$ cat config.mk
export PLATFORM = sky130hd
export DESIGN_NAME = ww_pose_sequencer_flat
export DESIGN_NICKNAME = d
export VERILOG_FILES = /design/src/rtl/ww_pose_sequencer_if.sv /design/src/rtl/ww_pose_sequencer.sv /design/src/flat_wrapper.sv
export SDC_FILE = /design/constraint.sdc
export NUM_CORES = 1
export LEC_CHECK = 0
export ABC_AREA = 1
export BUFFER_PORTS_ARGS = -buffer_cell sky130_fd_sc_hd__buf_2
export CORE_AREA = 2 2 62 64
export DETAILED_ROUTE_END_ITERATION = 12
export DIE_AREA = 0 0 64 66
export PLACE_DENSITY = 0.77
export SLEW_MARGIN = 25
export SYNTH_ARGS = -nofsm -noshare
export SYNTH_HDL_FRONTEND = slang
export SYNTH_SLANG_ARGS = --single-unit
$ cat constraint.sdc
create_clock -name Clk -period 4.5 [get_ports Clk]
set_input_delay 0.45 -clock Clk [delete_from_list [all_inputs] [get_ports Clk]]
set_output_delay 0.45 -clock Clk [all_outputs]
set_load 0.005 [all_outputs]
$ cat src/rtl/ww_pose_sequencer_if.sv
// Control and result bundle between the keycode decoder and one WW fighter's
// pose sequencer. The master side drives button levels and the frame tick;
// the slave side (the sequencer) returns the pose select and its side outputs.
interface ww_pose_sequencer_if;
  logic       frame_tick;
  logic       punch_req;
  logic       kick_req;
  logic       jump_req;
  logic       block_hold;
  logic       crouch_hold;
  logic       dead;
  logic [3:0] pose;
  logic       attack_active;
  logic       busy;
  logic [7:0] y_offset;

  modport master (
    output frame_tick, punch_req, kick_req, jump_req, block_hold, crouch_hold, dead,
    input  pose, attack_active, busy, y_offset
  );

  modport slave (
    input  frame_tick, punch_req, kick_req, jump_req, block_hold, crouch_hold, dead,
    output pose, attack_active, busy, y_offset
  );
endinterface

$ cat src/rtl/ww_pose_sequencer.sv
// Per-fighter pose controller for the WW character. Turns button levels and
// the per-frame tick into a registered sprite/palette pose select, plus the
// attack hit-window flag and the upward jump displacement.
module ww_pose_sequencer #(
  parameter int unsigned IDLE_FRAMES  = 16,
  parameter int unsigned PUNCH_FRAMES = 12,
  parameter int unsigned KICK_FRAMES  = 16,
  parameter int unsigned JUMP_FRAMES  = 32,
  parameter int unsigned JUMP_STEP    = 4,
  parameter int unsigned HIT_LO       = 4,
  parameter int unsigned HIT_HI       = 8
) (
  input  logic Clk,
  input  logic Reset,
  ww_pose_sequencer_if.slave bus
);

  // Pose select encoding shared with the sprite ROM / palette muxes.
  localparam logic [3:0] POSE_STAND       = 4'd0;
  localparam logic [3:0] POSE_STAND2      = 4'd1;
  localparam logic [3:0] POSE_BLOCK       = 4'd2;
  localparam logic [3:0] POSE_CROUCH      = 4'd3;
  localparam logic [3:0] POSE_CROUCHPUNCH = 4'd4;
  localparam logic [3:0] POSE_DEAD        = 4'd5;
  localparam logic [3:0] POSE_JUMP        = 4'd6;
  localparam logic [3:0] POSE_KICK        = 4'd7;
  localparam logic [3:0] POSE_PUNCH       = 4'd8;

  // Last frame_cnt value of each timed action; the exit happens on the tick
  // that arrives while the counter sits here.
  localparam logic [5:0] IDLE_LAST  = 6'(IDLE_FRAMES - 1);
  localparam logic [5:0] PUNCH_LAST = 6'(PUNCH_FRAMES - 1);
  localparam logic [5:0] KICK_LAST  = 6'(KICK_FRAMES - 1);
  localparam logic [5:0] JUMP_LAST  = 6'(JUMP_FRAMES - 1);
  localparam logic [5:0] JUMP_HALF  = 6'(JUMP_FRAMES / 2);
  localparam logic [5:0] HIT_FIRST  = 6'(HIT_LO);
  localparam logic [5:0] HIT_LAST   = 6'(HIT_HI);
  localparam logic [7:0] STEP_8     = 8'(JUMP_STEP);
  localparam logic [7:0] JUMP_LEN_8 = 8'(JUMP_FRAMES);

  // Button index within the edge-detected press vector.
  localparam int BTN_PUNCH = 0;
  localparam int BTN_KICK  = 1;
  localparam int BTN_JUMP  = 2;

  typedef enum logic [2:0] {
    IDLE,
    BLOCK,
    CROUCH,
    CROUCHPUNCH,
    PUNCH,
    KICK,
    JUMP,
    DEAD
  } state_t;

  state_t     state_reg, state_next;
  logic [5:0] frame_cnt_reg, frame_cnt_next;
  logic [5:0] idle_cnt_reg, idle_cnt_next;
  logic       phase_reg, phase_next;

  logic [2:0] btn;
  logic [2:0] btn_q_reg;
  logic [2:0] btn_e;

  logic [5:0] timed_last;
  logic       timed_state;
  logic       timed_done;

  logic [3:0] pose_next;
  logic       attack_next;
  logic       busy_next;
  logic [7:0] y_next;

  assign btn[BTN_PUNCH] = bus.punch_req;
  assign btn[BTN_KICK]  = bus.kick_req;
  assign btn[BTN_JUMP]  = bus.jump_req;

  // Rising-edge detect per action button. The delayed copies come out of
  // reset high, so a button held through reset never fires by itself.
  genvar gi;
  generate
    for (gi = 0; gi < 3; gi++) begin : g_edge
      assign btn_e[gi] = btn[gi] & ~btn_q_reg[gi];
    end
  endgenerate

  // Duration of the current timed action and whether this tick ends it.
  always_comb begin
    timed_last  = 6'd0;
    timed_state = 1'b0;
    case (state_reg)
      PUNCH:       begin timed_last = PUNCH_LAST; timed_state = 1'b1; end
      CROUCHPUNCH: begin timed_last = PUNCH_LAST; timed_state = 1'b1; end
      KICK:        begin timed_last = KICK_LAST;  timed_state = 1'b1; end
      JUMP:        begin timed_last = JUMP_LAST;  timed_state = 1'b1; end
      default:     begin timed_last = 6'd0;       timed_state = 1'b0; end
    endcase
    timed_done = timed_state & bus.frame_tick & (frame_cnt_reg == timed_last);
  end

  // Next-state selection; dead overrides everything, and presses that the
  // current state cannot use are simply lost.
  always_comb begin
    state_next = state_reg;
    if (bus.dead) begin
      state_next = DEAD;
    end else begin
      case (state_reg)
        IDLE: begin
          if (btn_e[BTN_JUMP])       state_next = JUMP;
          else if (btn_e[BTN_KICK])  state_next = KICK;
          else if (btn_e[BTN_PUNCH]) state_next = PUNCH;
          else if (bus.block_hold)   state_next = BLOCK;
          else if (bus.crouch_hold)  state_next = CROUCH;
        end
        BLOCK: begin
          if (!bus.block_hold) state_next = bus.crouch_hold ? CROUCH : IDLE;
        end
        CROUCH: begin
          if (bus.block_hold)          state_next = BLOCK;
          else if (btn_e[BTN_PUNCH])   state_next = CROUCHPUNCH;
          else if (!bus.crouch_hold)   state_next = IDLE;
        end
        CROUCHPUNCH: begin
          if (timed_done) state_next = bus.crouch_hold ? CROUCH : IDLE;
        end
        PUNCH, KICK, JUMP: begin
          if (timed_done) state_next = IDLE;
        end
        DEAD:    state_next = DEAD;
        default: state_next = IDLE;
      endcase
    end
  end

  // Action frame counter plus the idle stand/stand2 animation counter.
  always_comb begin
    frame_cnt_next = frame_cnt_reg;
    idle_cnt_next  = idle_cnt_reg;
    phase_next     = phase_reg;

    // The action counter restarts on every state change and only runs in
    // timed states, so entering an action always begins at frame 0.
    if ((state_next != state_reg) || !timed_state) begin
      frame_cnt_next = 6'd0;
    end else if (bus.frame_tick) begin
      frame_cnt_next = frame_cnt_reg + 6'd1;
    end

    // Idle animation only runs while we stay in IDLE; any excursion resets
    // both the count and the phase so returning to IDLE shows stand first.
    if ((state_reg == IDLE) && (state_next == IDLE)) begin
      if (bus.frame_tick) begin
        if (idle_cnt_reg == IDLE_LAST) begin
          idle_cnt_next = 6'd0;
          phase_next    = ~phase_reg;
        end else begin
          idle_cnt_next = idle_cnt_reg + 6'd1;
        end
      end
    end else begin
      idle_cnt_next = 6'd0;
      phase_next    = 1'b0;
    end
  end

  // Output decode from the upcoming state so the registered outputs line up
  // with the state register on the same edge.
  always_comb begin
    pose_next   = POSE_STAND;
    attack_next = 1'b0;
    busy_next   = 1'b0;
    y_next      = 8'd0;
    case (state_next)
      IDLE:        pose_next = phase_next ? POSE_STAND2 : POSE_STAND;
      BLOCK:       pose_next = POSE_BLOCK;
      CROUCH:      pose_next = POSE_CROUCH;
      CROUCHPUNCH: pose_next = POSE_CROUCHPUNCH;
      PUNCH:       pose_next = POSE_PUNCH;
      KICK:        pose_next = POSE_KICK;
      JUMP:        pose_next = POSE_JUMP;
      DEAD:        pose_next = POSE_DEAD;
      default:     pose_next = POSE_STAND;
    endcase

    if ((state_next == PUNCH) || (state_next == KICK) ||
        (state_next == CROUCHPUNCH) || (state_next == JUMP)) begin
      busy_next = 1'b1;
    end

    if (((state_next == PUNCH) || (state_next == KICK) || (state_next == CROUCHPUNCH)) &&
        (frame_cnt_next >= HIT_FIRST) && (frame_cnt_next <= HIT_LAST)) begin
      attack_next = 1'b1;
    end

    // Symmetric rise/fall profile peaking at the half-way frame.
    if (state_next == JUMP) begin
      if (frame_cnt_next < JUMP_HALF) begin
        y_next = {2'b00, frame_cnt_next} * STEP_8;
      end else begin
        y_next = (JUMP_LEN_8 - {2'b00, frame_cnt_next}) * STEP_8;
      end
    end
  end

  // State, counters, button history and all outputs registered together.
  always_ff @(posedge Clk) begin
    if (!Reset) begin
      state_reg         <= IDLE;
      frame_cnt_reg     <= 6'd0;
      idle_cnt_reg      <= 6'd0;
      phase_reg         <= 1'b0;
      btn_q_reg         <= 3'b111;
      bus.pose          <= POSE_STAND;
      bus.attack_active <= 1'b0;
      bus.busy          <= 1'b0;
      bus.y_offset      <= 8'd0;
    end else begin
      state_reg         <= state_next;
      frame_cnt_reg     <= frame_cnt_next;
      idle_cnt_reg      <= idle_cnt_next;
      phase_reg         <= phase_next;
      btn_q_reg         <= btn;
      bus.pose          <= pose_next;
      bus.attack_active <= attack_next;
      bus.busy          <= busy_next;
      bus.y_offset      <= y_next;
    end
  end

endmodule

$ cat src/flat_wrapper.sv
// flat-port wrapper written by rule: the top's interface ports become plain ports
module ww_pose_sequencer_flat 
#(
  parameter int unsigned IDLE_FRAMES  = 16,
  parameter int unsigned PUNCH_FRAMES = 12,
  parameter int unsigned KICK_FRAMES  = 16,
  parameter int unsigned JUMP_FRAMES  = 32,
  parameter int unsigned JUMP_STEP    = 4,
  parameter int unsigned HIT_LO       = 4,
  parameter int unsigned HIT_HI       = 8
)
  (Clk, Reset, bus_frame_tick, bus_punch_req, bus_kick_req, bus_jump_req, bus_block_hold, bus_crouch_hold, bus_dead, bus_pose, bus_attack_active, bus_busy, bus_y_offset);
  ww_pose_sequencer_if bus_i ();
  input  logic Clk;
  input  logic Reset;
  input wire logic [$bits(bus_i.frame_tick)-1:0] bus_frame_tick;
  input wire logic [$bits(bus_i.punch_req)-1:0] bus_punch_req;
  input wire logic [$bits(bus_i.kick_req)-1:0] bus_kick_req;
  input wire logic [$bits(bus_i.jump_req)-1:0] bus_jump_req;
  input wire logic [$bits(bus_i.block_hold)-1:0] bus_block_hold;
  input wire logic [$bits(bus_i.crouch_hold)-1:0] bus_crouch_hold;
  input wire logic [$bits(bus_i.dead)-1:0] bus_dead;
  output wire logic [$bits(bus_i.pose)-1:0] bus_pose;
  output wire logic [$bits(bus_i.attack_active)-1:0] bus_attack_active;
  output wire logic [$bits(bus_i.busy)-1:0] bus_busy;
  output wire logic [$bits(bus_i.y_offset)-1:0] bus_y_offset;
  assign bus_i.frame_tick = bus_frame_tick;
  assign bus_i.punch_req = bus_punch_req;
  assign bus_i.kick_req = bus_kick_req;
  assign bus_i.jump_req = bus_jump_req;
  assign bus_i.block_hold = bus_block_hold;
  assign bus_i.crouch_hold = bus_crouch_hold;
  assign bus_i.dead = bus_dead;
  assign bus_pose = bus_i.pose;
  assign bus_attack_active = bus_i.attack_active;
  assign bus_busy = bus_i.busy;
  assign bus_y_offset = bus_i.y_offset;
  ww_pose_sequencer #(.IDLE_FRAMES(IDLE_FRAMES), .PUNCH_FRAMES(PUNCH_FRAMES), .KICK_FRAMES(KICK_FRAMES), .JUMP_FRAMES(JUMP_FRAMES), .JUMP_STEP(JUMP_STEP), .HIT_LO(HIT_LO), .HIT_HI(HIT_HI)) u_core (.Clk(Clk), .Reset(Reset), .bus(bus_i));
endmodule
# ---- After elaboration in Yosys (flattened, before gate mapping)
# Cells that the tools add are included.
dict set report totals {
  regBits 33
  latchBits 0
  ramBits 0
  rom_bits 0
  inputBits 9
  out_inout_bits 14
  wordCells 83
  mem_count 0
}
dict set report classes {
  add_sub_neg 3
  n_mul 0
  div 0
  order_cmp 3
  eq_ne 17
  shifts 0
  n_mux 27
  n_bitwise 9
  n_reduce_logical 15
}
# op count
set ops {}
lappend ops {{$mux W3} 12}
lappend ops {{$pmux W4 S8} 1}
lappend ops {{$eq A3 B3 Y1 const B} 8}
lappend ops {{$mux W6} 3}
lappend ops {{$pmux W3 S6} 1}
lappend ops {{$pmux W5 S3} 1}
lappend ops {{$add A6 B1 Y6 const B} 2}
lappend ops {{$eq A3 B2 Y1 const B} 4}
lappend ops {{$mux W8} 1}
lappend ops {{$mux W1} 7}
lappend ops {{$eq A3 B1 Y1 const B} 2}
lappend ops {{$eq A6 B4 Y1 const B} 1}
lappend ops {{$eq A6 B5 Y1} 1}
lappend ops {{$ge A6 B3 Y1 const B} 1}
lappend ops {{$le A6 B4 Y1 const B} 1}
lappend ops {{$logic_not A3 Y1} 2}
lappend ops {{$lt A6 B5 Y1 const B} 1}
lappend ops {{$sub A6 B6 Y6 const A} 1}
lappend ops {{$and A1 B1 Y1} 5}
lappend ops {{$logic_or A1 B1 Y1} 4}
lappend ops {{$not A1 Y1} 4}
lappend ops {{$reduce_and A2 Y1} 2}
lappend ops {{$reduce_or A4 Y1} 1}
lappend ops {{$logic_and A1 B1 Y1} 3}
lappend ops {{5 further kinds} 5}

# ---- Logic depth before layout (Yosys ltp)
# Gate-level depths: netlist of run 1.
dict set report depth {
  word_depth 15
  depth_mapped 20
}

# ---- Worst setup path after synthesis of run 1
# Ideal clock, no wire load.
dict set report synth_timing {
  path_type {register to register}
  startpoint {register u_core.state_reg[0]}
  endpoint {register u_core.bus.pose[0]}
  arrival_ps 2073
  t_required_ps 4436
  setup_slack_ps 2363
  stages_incl_launch_ff 19
  cell_sequence {dfxtp_1 buf_6 nand3_2 nand2_1 nand2_1 nor2_2 nand2_2 nand2_1 nand3_1 nand2_1 nand2_2 inv_1 ha_1 inv_1 nor4_1 inv_1 nor2_1 nor3_1 nor2_1}
}
dict set report synth_between {
  elab_chain_cells 13
  word_cells_on_any_way 41
  cone_classes {eq/ne: 15; mux: 18; bitwise: 2; reduce/logical: 6}
}
# item line
set synth_lines {}
lappend synth_lines {{start, declared} ww_pose_sequencer.sv:57} ;# state_t state_reg, state_next;
lappend synth_lines {{start signal, assigned} ww_pose_sequencer.sv:220} ;# state_reg <= state_next;
lappend synth_lines {{$eq A3 B2 Y1 or $eq A3 B3 Y1 (tied branches)} {ww_pose_sequencer.sv:92, ww_pose_sequencer.sv:109}}
lappend synth_lines {{$reduce_or A2 Y1 (no line) or $reduce_or A4 Y1 (tied branches)} n/a}
lappend synth_lines {{$pmux W5 S3 or $mux W1 (tied branches)} ww_pose_sequencer.sv:92} ;# case (state_reg)
lappend synth_lines {{$eq A6 B5 Y1 or $and A1 B1 Y1 (tied branches)} ww_pose_sequencer.sv:99} ;# timed_done = timed_state & bus.frame_tick & (frame_cnt_reg == timed_last);
lappend synth_lines {{$and A1 B1 Y1} ww_pose_sequencer.sv:99}
lappend synth_lines {{$mux W3 (on tied branches)} {ww_pose_sequencer.sv:129, ww_pose_sequencer.sv:126}}
lappend synth_lines {{$pmux W3 S6 *} ww_pose_sequencer.sv:109} ;# case (state_reg)
lappend synth_lines {{$mux W3 *} ww_pose_sequencer.sv:106} ;# if (bus.dead) begin
lappend synth_lines {{named net u_core.state_next[1]} ww_pose_sequencer.sv:57}
lappend synth_lines {{$logic_not A3 Y1} {ww_pose_sequencer.sv:153, ww_pose_sequencer.sv:175}}
lappend synth_lines {{$logic_and A1 B1 Y1} ww_pose_sequencer.sv:153} ;# if ((state_reg == IDLE) && (state_next == IDLE)) begin
lappend synth_lines {{$mux W1} ww_pose_sequencer.sv:153}
lappend synth_lines {{$mux W1} ww_pose_sequencer.sv:176} ;# IDLE: pose_next = phase_next ? POSE_STAND2 : POSE_STAND;
lappend synth_lines {{$pmux W4 S8 *} ww_pose_sequencer.sv:175} ;# case (state_next)
lappend synth_lines {{end signal, assigned} ww_pose_sequencer.sv:225} ;# bus.pose <= pose_next;
lappend synth_lines {{end, declared} ww_pose_sequencer_if.sv:24} ;# output pose, attack_active, busy, y_offset
# Mark *: on every way through the listed nets, which the timed path passes. The rest lies on a longest branch.
# A chain may end at the register's enable or synchronous reset.

# ---- Worst setup path after layout of run 1
dict set report layout_timing {
  startpoint {register u_core.state_reg[2]}
  endpoint {register u_core.bus.pose[0]}
}
# Same word-level chain as after synthesis.

==> results of run 1 <==
==> worst min-delay path by stage <==
stage / endpoint / cells past startpoint / slack (ns)
floorplan: u_core.idle_cnt_reg[1] / 2 / 0.45
CTS: u_core.btn_q_reg[2] / 3 / 0.28
detailed placement: u_core.idle_cnt_reg[1] / 2 / 0.50
finish: u_core.btn_q_reg[2] / 3 / 0.29
global placement: u_core.idle_cnt_reg[1] / 2 / 0.50
global route: u_core.btn_q_reg[0] / 2 / 0.31
==> kinds of logic (layout without fill, tap and decap cells) <==
family          after synthesis  count (layout)  synth area share
compound gates               26              26            0.0889
xor+xnor                      8               8            0.0371
fa+ha+maj                     7               7            0.0464
buf+inv                      46              67             0.111
flops                        31              31             0.329
other cells                   1               2           0.00199
simple gates                139             139             0.385
==> power by group <==
group | total (W) | internal [W] | leakage (nW) | switching [W]
clock | 0.000158 | 0.0000608 | 0.0293 | 0.0000967
combinational | 0.000123 | 0.0000436 | 0.703 | 0.0000793
sequential | 0.000297 | 0.000285 | 0.253 | 0.0000120
==> placed cells by master (no fill, tap or decap), drive strengths merged, types with 7 or more instances in the layout <==
cell type  synthesis  final
a21oi             11     11
buf                6     20
clkbuf             1      7
dfxtp             31     31
ha                 7      7
inv               39     39
nand2             63     63
nand3             16     16
nor2              44     44
o21ai              8      8
xor2               7      7
==> worst reg2reg max path, stage by stage (launching register included) <==
cell     delay, ns
dfxtp_1       0.61
nand2_1       0.17
nand2_1       0.09
nand2_1       0.06
nor2_2        0.13
nand2_2       0.08
nand2_1       0.06
nand3_1       0.06
nand2_1       0.09
nand2_2       0.10
inv_1         0.12
ha_1          0.20
inv_1         0.05
nor4_1        0.38
inv_1         0.12
nor2_1        0.14
nor3_1        0.06
nor2_1        0.07
==> through the flow <==
step	hold WS, ns	setup slack [ns]
floorplan	0.454	2.36
global placement	0.497	1.97
detailed placement	0.497	1.85
CTS	0.283	1.84
global route	0.309	1.44
finish	0.294	1.86
==> synthesized netlist by cell type (all sizes together) <==
master  number  area [sq um]
nor3b        1          7.51
o21ai        8          47.6
buf          6          50.0
nand4        6          37.5
a21oi       11          70.1
xnor2        1          8.76
nand3       16           113
o31ai        1          7.51
dfxtp       31           621
xor2         7          61.3
o211ai       3          22.5
inv         39           156
o21a         1          7.51
nor3         3          15.0
nand3b       3          35.0
conb         1          3.75
a31oi        2          12.5
ha           7          87.6
nor2        44           211
clkbuf       1          3.75
nor4         1          6.26
nand2       63           289
or2          2          12.5
==> routing by layer <==
layer  GRT usage  up-vias
met5           0        -
met1       0.235      705
met4      0.0842        0
met2       0.305       22
met3      0.0358        8
li1            -      844
==> area by class of cell <==
type / instances / share of cell area
Clock buffer: 7 / 0.0220
Clock inverter: 1 / 0.00244
Inverter: 39 / 0.0764
Multi-Input combinational cell: 182 / 0.518
Sequential cell: 31 / 0.303
Tap cell: 48 / 0.0293
Timing Repair Buffer: 20 / 0.0489
==> out/qor.txt, run 1 <==
Crit-path slowest cell - dfxtp_1
Netlist cell types - 40
clk_skew - 0.0106 ns
Synth warnings - 0
HPWL Detailed - 2630 um
sequential cell area - 621 sq um
Crit path top cell by count - nand2_1
antenna violations before repair - 0
initial DRC count - 40
unrepaired setup endpoints after global routing - false
Crit. End Element - flip-flop
placed instance count - 320
Post-Syn Area per Cell - 7.31 sq um
pwr/cell area - 282 mW/mm^2
Post-CTS Resized - 0
worst reg2reg setup slack - 1.86 ns
Hold-fix buffers, CTS - 0
number of global-route vias before repair - 1461
endpoints failing setup - 0
status - complete, no violations
final period utilization - 0.587
H-Tree Depth - 2
CP Launch Point - u_core.state_reg[2]
worst reg-to-reg path cell count - 17
clock-pin slew on the worst setup and hold paths - 0.09 ns
Initial Utilization - 0.531
Critical Path Start Type - flip-flop
P&R area growth vs syn - 8.49%
Die H - 66 um
Largest delay share family, worst path - simple AND/OR/NAND/NOR gates
VDD IR max - 0.186 mV
leak pwr - 0.985 nW
die width - 64 um
number of I/O pins - 23
Crit Path Max Fanout - 11
Gate Count Post-Synth - 258
DRC - 0
worst path cell trace - nand2_1 > nand2_1 > nand2_1 > nor2_2 > nand2_2 > nand2_1 > nand3_1 > nand2_1 > nand2_2 > inv_1 > ha_1 > inv_1 > nor4_1 > inv_1 > nor2_1 > nor3_1 > nor2_1
routed wire length per instance - 10.4 um
final WL - 3430 um
worst slew pin tran - 0.520 ns
Port-buffer cells - 20
largest stage delay on the critical path - 0.61 ns
cts bufs inserted - 5
CP Class - reg2reg
Max Clock Freq - 0.379 GHz
critical path data required time - 4.78 ns
Core Util, Final - 0.576
clock sinks - 31
max-cap check violation count - 0
Ant. Diodes - 0
Via density - 4.81
critical path endpoint - u_core.bus.pose[0]
Placer Congestion - 0.888
setup repair bufs after CTS - 0
Power Total - 0.000578 W
CTS Buffer Depth - 2
core area - 0.00355 sq mm
Die ar. - 0.00422 sq mm
Critical Path Stages - 17
multi-input combinational cell area - 0.00106 sq mm
Overall Global Routing Usage - 0.185
WP buf/inv - 3
post-synthesis register bit count - 31
Hold Startpoint - bus_jump_req
Met3 Routed Length - 100 um
post-synthesis cell area - 0.00189 sq mm
met2 routed WL - 1590 um
Worst slew margin - 0.653
HP Class - in2reg
DRT met1 WL - 1670 um
CTS tree - done
layout cells sized above 1 - 0.232
Final #Nets - 295
reg2reg start - u_core.state_reg[2]
pins over their slew limit - 0
worst-skew pair later-pin latency - 0.33 ns
antenna-violating nets left - 0
final period demand of the worst path - 2.64 ns
Hold Violations, Final - 0
# fillers - 349
first-pass GRT wire length - 6170 um
Area after DPL - 0.00200 sq mm
final instance area - 0.00205 sq mm
final std cells w/o fill - 328
RR Endpoint - u_core.bus.pose[0]
largest net degree at the start of global routing - 16
GRT Residual Overflow - 0
final setup TNS - 0 ns
Root Driver - clkbuf_4
total vias in the final route - 1579
DR pass1 iterations - 4
Seq/Total Area, Yosys - 0.329
Core Rows - 22
WP data arrival - 2.92 ns
Highest Signal Layer - met4
Note: power is estimated with default switching activity, not from simulation.
==> run 2: changes to the inputs <==
--- a/config.mk
+++ b/config.mk
@@ -7,10 +7,10 @@
 export LEC_CHECK = 0
 export ABC_AREA = 1
 export BUFFER_PORTS_ARGS = -buffer_cell sky130_fd_sc_hd__buf_2
-export CORE_AREA = 2 2 62 64
+export CORE_AREA = 2 2 64 66
 export DETAILED_ROUTE_END_ITERATION = 12
-export DIE_AREA = 0 0 64 66
-export PLACE_DENSITY = 0.77
+export DIE_AREA = 0 0 66 68
+export PLACE_DENSITY = 0.76
 export SLEW_MARGIN = 25
 export SYNTH_ARGS = -nofsm -noshare
 export SYNTH_HDL_FRONTEND = slang
==> constraint.sdc (replaced) <==
create_clock -name Clk -period 2.4 [get_ports Clk]
set_input_delay 0.24 -clock Clk [delete_from_list [all_inputs] [get_ports Clk]]
set_output_delay 0.24 -clock Clk [all_outputs]
set_load 0.005 [all_outputs]
==> run 2 against run 1 <==
  * Utilization up 2.2 points
  * Global-route usage hardly changed
  * Non-clock buffer count grew 17
  * Critical endpoint is now u_core.bus.attack_active
  * First-iteration DRC count increased by 110%
  * Power grew 120%
  * Final cell count up 5.8%
  * Count of clock-buffer cells in the layout unchanged
  * Highest routed layer unchanged
  * Critical path type unchanged
  * Maximum frequency grew 18%
  * Flip-flop and latch count unchanged
  * Cell area grew 13%
  * Hold slack got worse by 0.17 ns
==> out/qor.txt, run 2 (synthesis gave the netlist of run 1 again) <==
status - complete, no violations (unchanged)
Worst slew margin - 0.621 (was 0.653)
worst path cell trace - buf_4 > nor2_1 > nand3_1 > nand2_1 > a21oi_1 > nand3_1 > nand2_1 > nand2_2 > inv_2 > buf_4 > ha_4 > nor2_1 > nand2_1 > o211ai_1 > buf_4 > nor2_1 > o21ai_1 > nor2_1 (was nand2_1 > nand2_1 > nand2_1 > nor2_2 > nand2_2 > nand2_1 > nand3_1 > nand2_1 > nand2_2 > inv_1 > ha_1 > inv_1 > nor4_1 > inv_1 > nor2_1 > nor3_1 > nor2_1)
largest net degree at the start of global routing - 16 (unchanged)
worst-skew pair later-pin latency - 0.29 ns (was 0.33 ns)
final WL - 3920 um (was 3430 um)
commonest non-fill, non-tap cell in the layout - nand2_1 (unchanged)
largest stage delay on the critical path - 0.39 ns (was 0.61 ns)
VDD IR max - 0.392 mV (was 0.186 mV)
Largest delay share family, worst path - simple AND/OR/NAND/NOR gates (unchanged)
reg2reg start - u_core.state_reg[2] (unchanged)
cts bufs inserted - 5 (unchanged)
CTS Buffer Depth - 2 (unchanged)
Met3 Routed Length - 150 um (was 100 um)
clk_skew - 0.00972 ns (was 0.0106 ns)
layout cells sized above 1 - 0.330 (was 0.232)
final instance area - 0.00231 sq mm (was 0.00205 sq mm)
# fillers - 361 (was 349)
met2 routed WL - 1930 um (was 1590 um)
Crit path top cell by count - nor2_1 (was nand2_1)
HP Class - in2reg (unchanged)
antenna violations before repair - 0 (unchanged)
H-Tree Depth - 2 (unchanged)
first-pass GRT wire length - 6240 um (was 6170 um)
Critical Path Start Type - flip-flop (unchanged)
WP data arrival - 2.43 ns (was 2.92 ns)
Min Hold Slack - 0.128 ns (was 0.294 ns)
clock-pin slew on the worst setup and hold paths - 0.07 ns (was 0.09 ns)
leak pwr - 1.10 nW (was 0.985 nW)
routed wire length per instance - 11.3 um (was 10.4 um)
antenna-violating nets left - 0 (unchanged)
GRT Residual Overflow - 0 (unchanged)
max-cap check violation count - 0 (unchanged)
Overall Global Routing Usage - 0.186 (was 0.185)
Crit Path Max Fanout - 8 (was 11)
most frequent cells in the layout - 47 x nand2_1, 33 x inv_1, 31 x nor2_1, 28 x dfxtp_1, 20 x buf_2 (was 50 x nand2_1, 35 x nor2_1, 34 x inv_1, 31 x dfxtp_1, 20 x buf_2)
Max Clock Freq - 0.445 GHz (was 0.379 GHz)
Hold-fix buffers, CTS - 0 (unchanged)
Placer Congestion - 0.887 (was 0.888)
CTS tree - done (unchanged)
Area after DPL - 0.00209 sq mm (was 0.00200 sq mm)
Core Rows - 23 (was 22)
Highest Signal Layer - met4 (unchanged)
Crit-path slowest cell - dfxtp_4 (was dfxtp_1)
CP Class - reg2reg (unchanged)
critical path data required time - 2.58 ns (was 4.78 ns)
Hold Violations, Final - 0 (unchanged)
Ant. Diodes - 0 (unchanged)
final period utilization - 0.935 (was 0.587)
Final #Nets - 312 (was 295)
HPWL Detailed - 2770 um (was 2630 um)
number of global-route vias before repair - 1508 (was 1461)
Die H - 68 um (was 66 um)
P&R area growth vs syn - 22.3% (was 8.49%)
Port-buffer cells - 20 (unchanged)
Die ar. - 0.00449 sq mm (was 0.00422 sq mm)
pins over their slew limit - 0 (unchanged)
Via density - 4.82 (was 4.81)
total vias in the final route - 1672 (was 1579)
Hold Startpoint - bus_jump_req (unchanged)
DR pass1 iterations - 4 (unchanged)
worst slew pin tran - 0.568 ns (was 0.520 ns)
number of I/O pins - 23 (unchanged)
clock sinks - 31 (unchanged)
DRT met1 WL - 1750 um (was 1670 um)
CP Launch Point - u_core.state_reg[2] (unchanged)
DRC - 0 (unchanged)
Crit. End Element - flip-flop (unchanged)
initial DRC count - 85 (was 40)
endpoints failing setup - 0 (unchanged)
Root Driver - clkbuf_8 (was clkbuf_4)
worst reg2reg setup slack - 0.16 ns (was 1.86 ns)
WP buf/inv - 4 (was 3)
Initial Utilization - 0.489 (was 0.531)
pwr/cell area - 544 mW/mm^2 (was 282 mW/mm^2)
die width - 66 um (was 64 um)
Core Util, Final - 0.599 (was 0.576)
final period demand of the worst path - 2.24 ns (was 2.64 ns)
core area - 0.00386 sq mm (was 0.00355 sq mm)
run 2: changes by cell type in the layout (fill, tap and decap cells not counted), moves of 3 or more:
| cell | change |
|---|---|
| buf_4 | +16 |
| clkbuf_4 | -5 |
| clkbuf_8 | +5 |
| nor2_1 | -4 |
| dfxtp_1 | -3 |
| ha_1 | -3 |
| ha_4 | +3 |
| nand2_1 | -3 |
| nor2_2 | +3 |
run 2: cell type report:
cell class,count,area [sq um],area share
flip-flops and latches,31,627,0.272
clock buffers,7,76.3,0.0331
clock inverters,1,5.00,0.00217
well taps,50,62.6,0.0271
multi-input cells,182,1150,0.498
inverters,39,156,0.0678
repair buffers,37,231,0.100
run 2: metal layers:
layer  global-route usage  vias up
li1                     -      882
met1                0.223      752
met2                0.308       28
met3               0.0493       10
met4               0.0944        0
met5                    0        -
run 2: repair_timing:
| item | 4_1_cts | 5_1_grt |
|---|---|---|
| resized for setup | 2 | 23 |
| pin swaps | 0 | 8 |
| setup buffers | 0 | 5 |
| setup endpoints to repair | 5 | 15 |
run 2: path summary, 6_finish.rpt:
path                         endpoint  cells past startpoint
max          u_core.bus.attack_active                     18
min               u_core.btn_q_reg[2]                      3
max reg2reg  u_core.bus.attack_active                     18
min reg2reg    u_core.idle_cnt_reg[1]                      2
run 2: tightest hold or removal path: stages:
cell and delay (ns):
buf_2 0.08, inv_1 0.04, nand2_1 0.04
run 2: power breakdown:
part / internal, W / switching, W / total, W
logic: 0.000126 / 0.000187 / 0.000313
registers: 0.000536 / 0.0000155 / 0.000552
clock network: 0.000203 / 0.000188 / 0.000391
total: 0.000865 / 0.000391 / 0.00126
run 2: per-stage QoR:
step	power (W)	instances	setup TNS, ns	setup WS (ns)
after floorplan	0.000757	259	0	0.263
after global placement	0.000829	334	0	0.0399
after detailed placement	0.000831	334	-0.0567	-0.0361
after CTS	0.00123	342	0	0.0202
after global routing	0.00133	347	-0.142	-0.0595
final	0.00126	347	0	0.155
